File: config.mk
export PLATFORM = sky130hd
export DESIGN_NAME = flit_rx_assembler
export DESIGN_NICKNAME = d
export VERILOG_FILES = /design/src/rtl/flit_rx_assembler.sv
export SDC_FILE = /design/constraint.sdc
export NUM_CORES = 1
export LEC_CHECK = 0
export CAP_MARGIN = 20
export CORE_ASPECT_RATIO = 0.5
export CORE_MARGIN = 2
export CORE_UTILIZATION = 55
export DETAILED_ROUTE_END_ITERATION = 16
export PLACE_DENSITY = 0.9
export SYNTH_ARGS = -nofsm -noshare
export SYNTH_HDL_FRONTEND = slang
export SYNTH_SLANG_ARGS = --single-unit
File: constraint.sdc
create_clock -name clk -period 10.6 [get_ports clk]
set_input_delay 1.06 -clock clk [delete_from_list [all_inputs] [get_ports clk]]
set_output_delay 1.06 -clock clk [all_outputs]
set_load 0.05 [all_outputs]
File: src/rtl/flit_rx_assembler.sv
// Receive side of the UART flit link: rebuilds 128-bit flits (MSB byte first) from the byte stream,
// verifies the word checksum, filters on destination id and hands flits over a one-entry buffer.
module flit_rx_assembler #(
    parameter int TIMEOUT_CYCLES = 17360
) (
    input  logic         clk,
    input  logic         rst_n,
    input  logic [7:0]   my_id,
    input  logic         rx_valid,
    input  logic [7:0]   rx_data,
    output logic [127:0] flit_out,
    output logic         flit_valid,
    input  logic         flit_ready,
    output logic         ack_req_valid,
    output logic [7:0]   ack_req_dst,
    output logic [15:0]  ack_req_flit_id,
    output logic         err_checksum,
    output logic         err_timeout,
    output logic         err_overflow
);

    localparam int           TW           = (TIMEOUT_CYCLES > 2) ? $clog2(TIMEOUT_CYCLES) : 1;
    localparam logic [TW-1:0] TO_LAST     = TW'(TIMEOUT_CYCLES - 1);
    localparam logic [7:0]   BROADCAST_ID = 8'hFF;
    localparam logic [3:0]   FT_SYSTEM    = 4'h3;

    typedef enum logic [1:0] {
        S_IDLE  = 2'd0,
        S_RECV  = 2'd1,
        S_CHECK = 2'd2
    } state_t;

    // Flit header layout: [127:124] flittype, [123] is_ack, [119:112] src_id,
    // [111:104] dst_id, [103:88] flit_id, [15:0] checksum.
    function automatic logic [15:0] flit_checksum(input logic [127:0] f);
        logic [15:0] sum;
        sum = 16'h0000;
        for (int i = 0; i < 7; i++) begin
            sum = sum + f[127-16*i -: 16];
        end
        return sum;
    endfunction

    state_t          state_r;
    state_t          state_s;
    logic [3:0]      cnt_r;
    logic [TW-1:0]   timer_r;
    logic [127:0]    shreg_r;
    logic            store_s;
    logic            first_s;
    logic            timeout_s;
    logic            check_s;

    logic [3:0]      ftype_s;
    logic            is_ack_s;
    logic [7:0]      src_s;
    logic [7:0]      dst_s;
    logic [15:0]     fid_s;
    logic            sum_ok_s;
    logic            dst_ok_s;
    logic            accept_s;
    logic            load_s;
    logic            overflow_s;
    logic            ack_s;
    logic            cks_err_s;

    // State register.
    always_ff @(posedge clk or negedge rst_n) begin
        if (!rst_n) begin
            state_r <= S_IDLE;
        end else begin
            state_r <= state_s;
        end
    end

    // Next-state and byte-acceptance decode.
    always_comb begin
        state_s   = state_r;
        store_s   = 1'b0;
        first_s   = 1'b0;
        timeout_s = 1'b0;
        check_s   = 1'b0;
        case (state_r)
            S_IDLE: begin
                if (rx_valid) begin
                    store_s = 1'b1;
                    first_s = 1'b1;
                    state_s = S_RECV;
                end else begin
                    state_s = S_IDLE;
                end
            end
            S_RECV: begin
                if (rx_valid) begin
                    store_s = 1'b1;
                    if (cnt_r == 4'd15) begin
                        state_s = S_CHECK;
                    end else begin
                        state_s = S_RECV;
                    end
                end else if (timer_r == TO_LAST) begin
                    timeout_s = 1'b1;
                    state_s   = S_IDLE;
                end else begin
                    state_s = S_RECV;
                end
            end
            S_CHECK: begin
                check_s = 1'b1;
                if (rx_valid) begin
                    store_s = 1'b1;
                    first_s = 1'b1;
                    state_s = S_RECV;
                end else begin
                    state_s = S_IDLE;
                end
            end
            default: begin
                state_s = S_IDLE;
            end
        endcase
    end

    // Byte shift register, byte counter and inter-byte timer.
    always_ff @(posedge clk or negedge rst_n) begin
        if (!rst_n) begin
            shreg_r <= 128'h0;
            cnt_r   <= 4'd0;
            timer_r <= '0;
        end else begin
            if (store_s) begin
                shreg_r <= {shreg_r[119:0], rx_data};
                cnt_r   <= first_s ? 4'd1 : (cnt_r + 4'd1);
                timer_r <= '0;
            end else if (timeout_s) begin
                cnt_r   <= 4'd0;
                timer_r <= '0;
            end else if (state_r == S_RECV) begin
                timer_r <= timer_r + TW'(1);
            end else begin
                timer_r <= '0;
            end
        end
    end

    assign ftype_s    = shreg_r[127:124];
    assign is_ack_s   = shreg_r[123];
    assign src_s      = shreg_r[119:112];
    assign dst_s      = shreg_r[111:104];
    assign fid_s      = shreg_r[103:88];
    assign sum_ok_s   = (flit_checksum(shreg_r) == shreg_r[15:0]);
    assign dst_ok_s   = (dst_s == my_id) || (dst_s == BROADCAST_ID);
    assign accept_s   = check_s && sum_ok_s && dst_ok_s;
    assign load_s     = accept_s && (!flit_valid || flit_ready);
    assign overflow_s = accept_s && flit_valid && !flit_ready;
    assign cks_err_s  = check_s && !sum_ok_s;
    // An overflowed flit was still received intact, so it is acknowledged too.
    assign ack_s      = accept_s && !is_ack_s && (dst_s == my_id) &&
                        (dst_s != BROADCAST_ID) && (ftype_s != FT_SYSTEM);

    // Output buffer, ACK request and error pulses.
    always_ff @(posedge clk or negedge rst_n) begin
        if (!rst_n) begin
            flit_out        <= 128'h0;
            flit_valid      <= 1'b0;
            ack_req_valid   <= 1'b0;
            ack_req_dst     <= 8'h00;
            ack_req_flit_id <= 16'h0000;
            err_checksum    <= 1'b0;
            err_timeout     <= 1'b0;
            err_overflow    <= 1'b0;
        end else begin
            if (load_s) begin
                flit_out   <= shreg_r;
                flit_valid <= 1'b1;
            end else if (flit_ready) begin
                flit_valid <= 1'b0;
            end else begin
                flit_valid <= flit_valid;
            end
            ack_req_valid <= ack_s;
            if (ack_s) begin
                ack_req_dst     <= src_s;
                ack_req_flit_id <= fid_s;
            end else begin
                ack_req_dst     <= ack_req_dst;
                ack_req_flit_id <= ack_req_flit_id;
            end
            err_checksum <= cks_err_s;
            err_timeout  <= timeout_s;
            err_overflow <= overflow_s;
        end
    end

endmodule

==> flow_summary_export.csv <==
group,metric,value,unit
floorplanning,core,26700,sq um
route,drt_iter0_markers,683,
final_layout,seq_area,7660,sq um
yosys,synthArstFlopShare,1.00,
clock_tree,cts_tree,"yes",
final_layout,fin_nets,1347,
route,top_layer,"met4",
floorplanning,pin_count,177,
route,wl_met2,17.8,mm
worst_setup_path,worstPathArrival,6.90,ns
route,drt-pass1-iter-count,5,
floorplanning,std_cell_rows,42,
sta,setup_tns,0,ns
floorplanning,die_area,29000,sq um
yosys,yosysTopAreaCell,"dfrtp_1",
yosys,ys.warnings.count,0,
final_layout,fin_util,0.675,
sta,period_needed,6.47,ns
worst_setup_path,path_common_cell,"fa_1",
final_layout,fillers,1758,
sta,finalMaxSlewViolations,0,
worst_setup_path,path_class,"reg2reg",
flow_run,maxCapViolations,0,
yosys,ys_seq_area_frac,0.505,
worst_setup_path,slowest_stage,"buf_4",
route,vias_per_cell,5.71,
sta,final-hold-violation-count,0,
yosys,synthMostInstantiatedCell,"dfrtp_1",
route,wl_met3,3.25,mm
sta,fmax,0.155,GHz
route,wire_per_inst,24.3,um
yosys,ys_types,49,
yosys,synth.cell_area,15200,sq um
yosys,yosys-top-cells-area,"dfrtp_1 50%, mux2_4 14%, mux2_2 10%, fa_1 9.5%, inv_1 2.4%",
clock_tree,clk_latency,0.56,ns
final_layout,diodes,0,
worst_setup_path,critical_path.max_stage_delay,0.77,ns
min_path,hold_path_class,"reg2reg",
route,antenna_left,0,
sta,fin_worst_skew,0.0219,ns
worst_setup_path,cp.required,11.04,ns
route,route.detailed.drc,0,
floorplanning,die_w,239,um
global_routing,grt_max_degree,85,
final_layout,multi_input_area,6910,sq um
worst_setup_path,crit_family,"adder cells",
worst_setup_path,startpoint,"shreg_r[65]",
worst_setup_path,path_buf_inv,4,
worst_setup_path,worst_r2r_path_depth,16,
worst_setup_path,crit_chain,"fa_1, inv_1, fa_1, fa_1, inv_1, fa_1, ha_1, a211oi_1, o211a_1, or3_1, nor3b_1, nor4_1, nand4_1, buf_4, buf_4, mux2_4",
outcome,status,"finished, final reports clean",
yosys,syn_area_per_cell,14.4,sq um
sta,slew_headroom,0.219,
clock_tree,cts_sinks,306,
floorplanning,start_util,0.567,
sta,worstMarginPinSlew,1.17,ns
min_path,hold_depth,1,
clock_tree,cts_buffer_depth,3,
yosys,synth_fp_nets,1168,
sta,setup_viol,0,
clock_tree,postCtsHoldBufs,0,
route,drt-met1-wl,17.2,mm
clock_tree,clk_pin_slew,0.07,ns
yosys,ys_ff_latch,306,
floorplanning,die_height,121,um
worst_setup_path,reg2reg_to,"flit_out[31]",
route,dr_total_vias,9166,
yosys,synth_ff_type,"dfrtp_1",
worst_setup_path,crit_fanout,48,
global_routing,grt_use_total,0.277,
sta,hold_ws,0.464,ns
clock_tree,cts_setup_buffers,0,
min_path,min_from,"timer_r[0]",
global_routing,first_global_vias,9713,
worst_setup_path,start_kind,"flop",
yosys,synth_common_cells,"306 x dfrtp_1, 140 x mux2_4, 135 x mux2_2, 97 x inv_1, 72 x fa_1",
route,finalWirelength,39.0,mm
global_routing,grt_pass1_wl,59.6,mm
sta,worst_slack,4.13,ns
worst_setup_path,rrSetupSlack,4.13,ns
placed_design,dp_hpwl,28.5,mm
worst_setup_path,crit_path_end_kind,"flop",
yosys,synth_cells,1057,
yosys,synth_top_area_frac,0.505,
sta,rsz0062_at_grt,"false",
placed_design,numPortBuffers,176,
clock_tree,cts_resized,0,
clock_tree,cts_buffers,28,
global_routing,antenna_found_initial,1,
worst_setup_path,r2r-start,"shreg_r[65]",
placed_design,dp_slack,4.29,ns
clock_tree,htree_levels,1,
final_layout,drive_gt1_frac,0.264,
placed_design,place.gp.congestion,0.921,
final_layout,area_growth,19.1,%
clock_tree,root_buffer,"clkbuf_16",
sta,period_share,0.610,
yosys,synth-edff-count,0,
global_routing,grt_overflow,0,
min_path,holdPathEnd,"timer_r[0]",
-- cells in the final DEF, fill, tap and decap left out, types with 3 or more instances in the layout --
| cell | count |
|---|---|
| clkbuf_16 | 29 |
| inv_1 | 97 |
| xnor2_1 | 30 |
| nor2_1 | 28 |
| nand2b_1 | 4 |
| clkbuf_1 | 11 |
| clkdlybuf4s50_1 | 175 |
| mux2i_1 | 5 |
| a21o_1 | 6 |
| a21oi_1 | 13 |
| o31ai_1 | 4 |
| nor3_1 | 9 |
| mux2_2 | 135 |
| dfrtp_1 | 306 |
| and3_1 | 6 |
| or2_2 | 3 |
| buf_4 | 8 |
| nor4_1 | 6 |
| o211ai_1 | 7 |
| nand3_1 | 13 |
| or3_1 | 4 |
| mux2_4 | 140 |
| fa_1 | 72 |
| o21a_1 | 6 |
| nand4_1 | 11 |
| a31oi_1 | 4 |
| o21ai_0 | 19 |
| ha_1 | 19 |
| nand2_1 | 30 |
| xor2_1 | 21 |
-- metrics by stage --
step | area [sq um] | cells
global route | 18100 | 1604
floorplan | 15200 | 1057
detailed placement | 17200 | 1557
finish | 18100 | 1604
CTS | 18000 | 1603
global placement | 17200 | 1556
-- layer usage --
metal | track usage | vias to the layer above
met5 | 0 | -
met1 | 0.397 | 4874
li1 | - | 3958
met4 | 0.0531 | 0
met3 | 0.0792 | 49
met2 | 0.426 | 285
-- kinds of logic (layout without fill, tap and decap cells) --
group	after synthesis	count (layout)	synth area share
AO/OA/AOI/OAI	73	73	0.0316
XOR/XNOR	51	51	0.0294
AND/OR/NAND/NOR	122	122	0.0408
buffers and inverters	134	329	0.0406
flip-flops	306	306	0.505
adder cells (fa/ha/maj)	91	91	0.111
multiplexers	280	280	0.242
-- worst reg2reg max path, cell delays in order (launching register included) --
cell and delay (ns):
dfrtp_1 0.54, fa_1 0.61, inv_1 0.11, fa_1 0.43
fa_1 0.51, inv_1 0.06, fa_1 0.51, ha_1 0.33
a211oi_1 0.47, o211a_1 0.34, or3_1 0.16, nor3b_1 0.38
nor4_1 0.12, nand4_1 0.15, buf_4 0.40, buf_4 0.79
mux2_4 0.44
-- sequential cells by signal, summed over array words and instances, names as in the netlist --
| register | count |
|---|---|
| cnt_r | 4 |
| ack_req_flit_id | 16 |
| ack_req_valid | 1 |
| err_checksum | 1 |
| err_timeout | 1 |
| state_r | 2 |
| err_overflow | 1 |
| timer_r | 15 |
| flit_valid | 1 |
| shreg_r | 128 |
| flit_out | 128 |
| ack_req_dst | 8 |
-- layout make-up --
type / count / share of cell area
multi-input combinational: 617 / 0.382
clock buffer: 42 / 0.0440
sequential: 306 / 0.424
tap: 352 / 0.0244
timing repair buffer: 186 / 0.104
clock inverter: 4 / 0.00145
inverter: 97 / 0.0202
-- worst max-delay path by stage --
stage,to,depth (start not counted)
final,flit_out[31],16
after global routing,flit_out[31],16
after CTS,flit_out[74],16
after detailed placement,flit_out[30],16
after global placement,ack_req_flit_id[5],14
after floorplan,flit_out[107],16
Power is left out: the tool's default activity adds up to more than one toggle a clock period on the data nets, which glitch-free logic cannot reach.
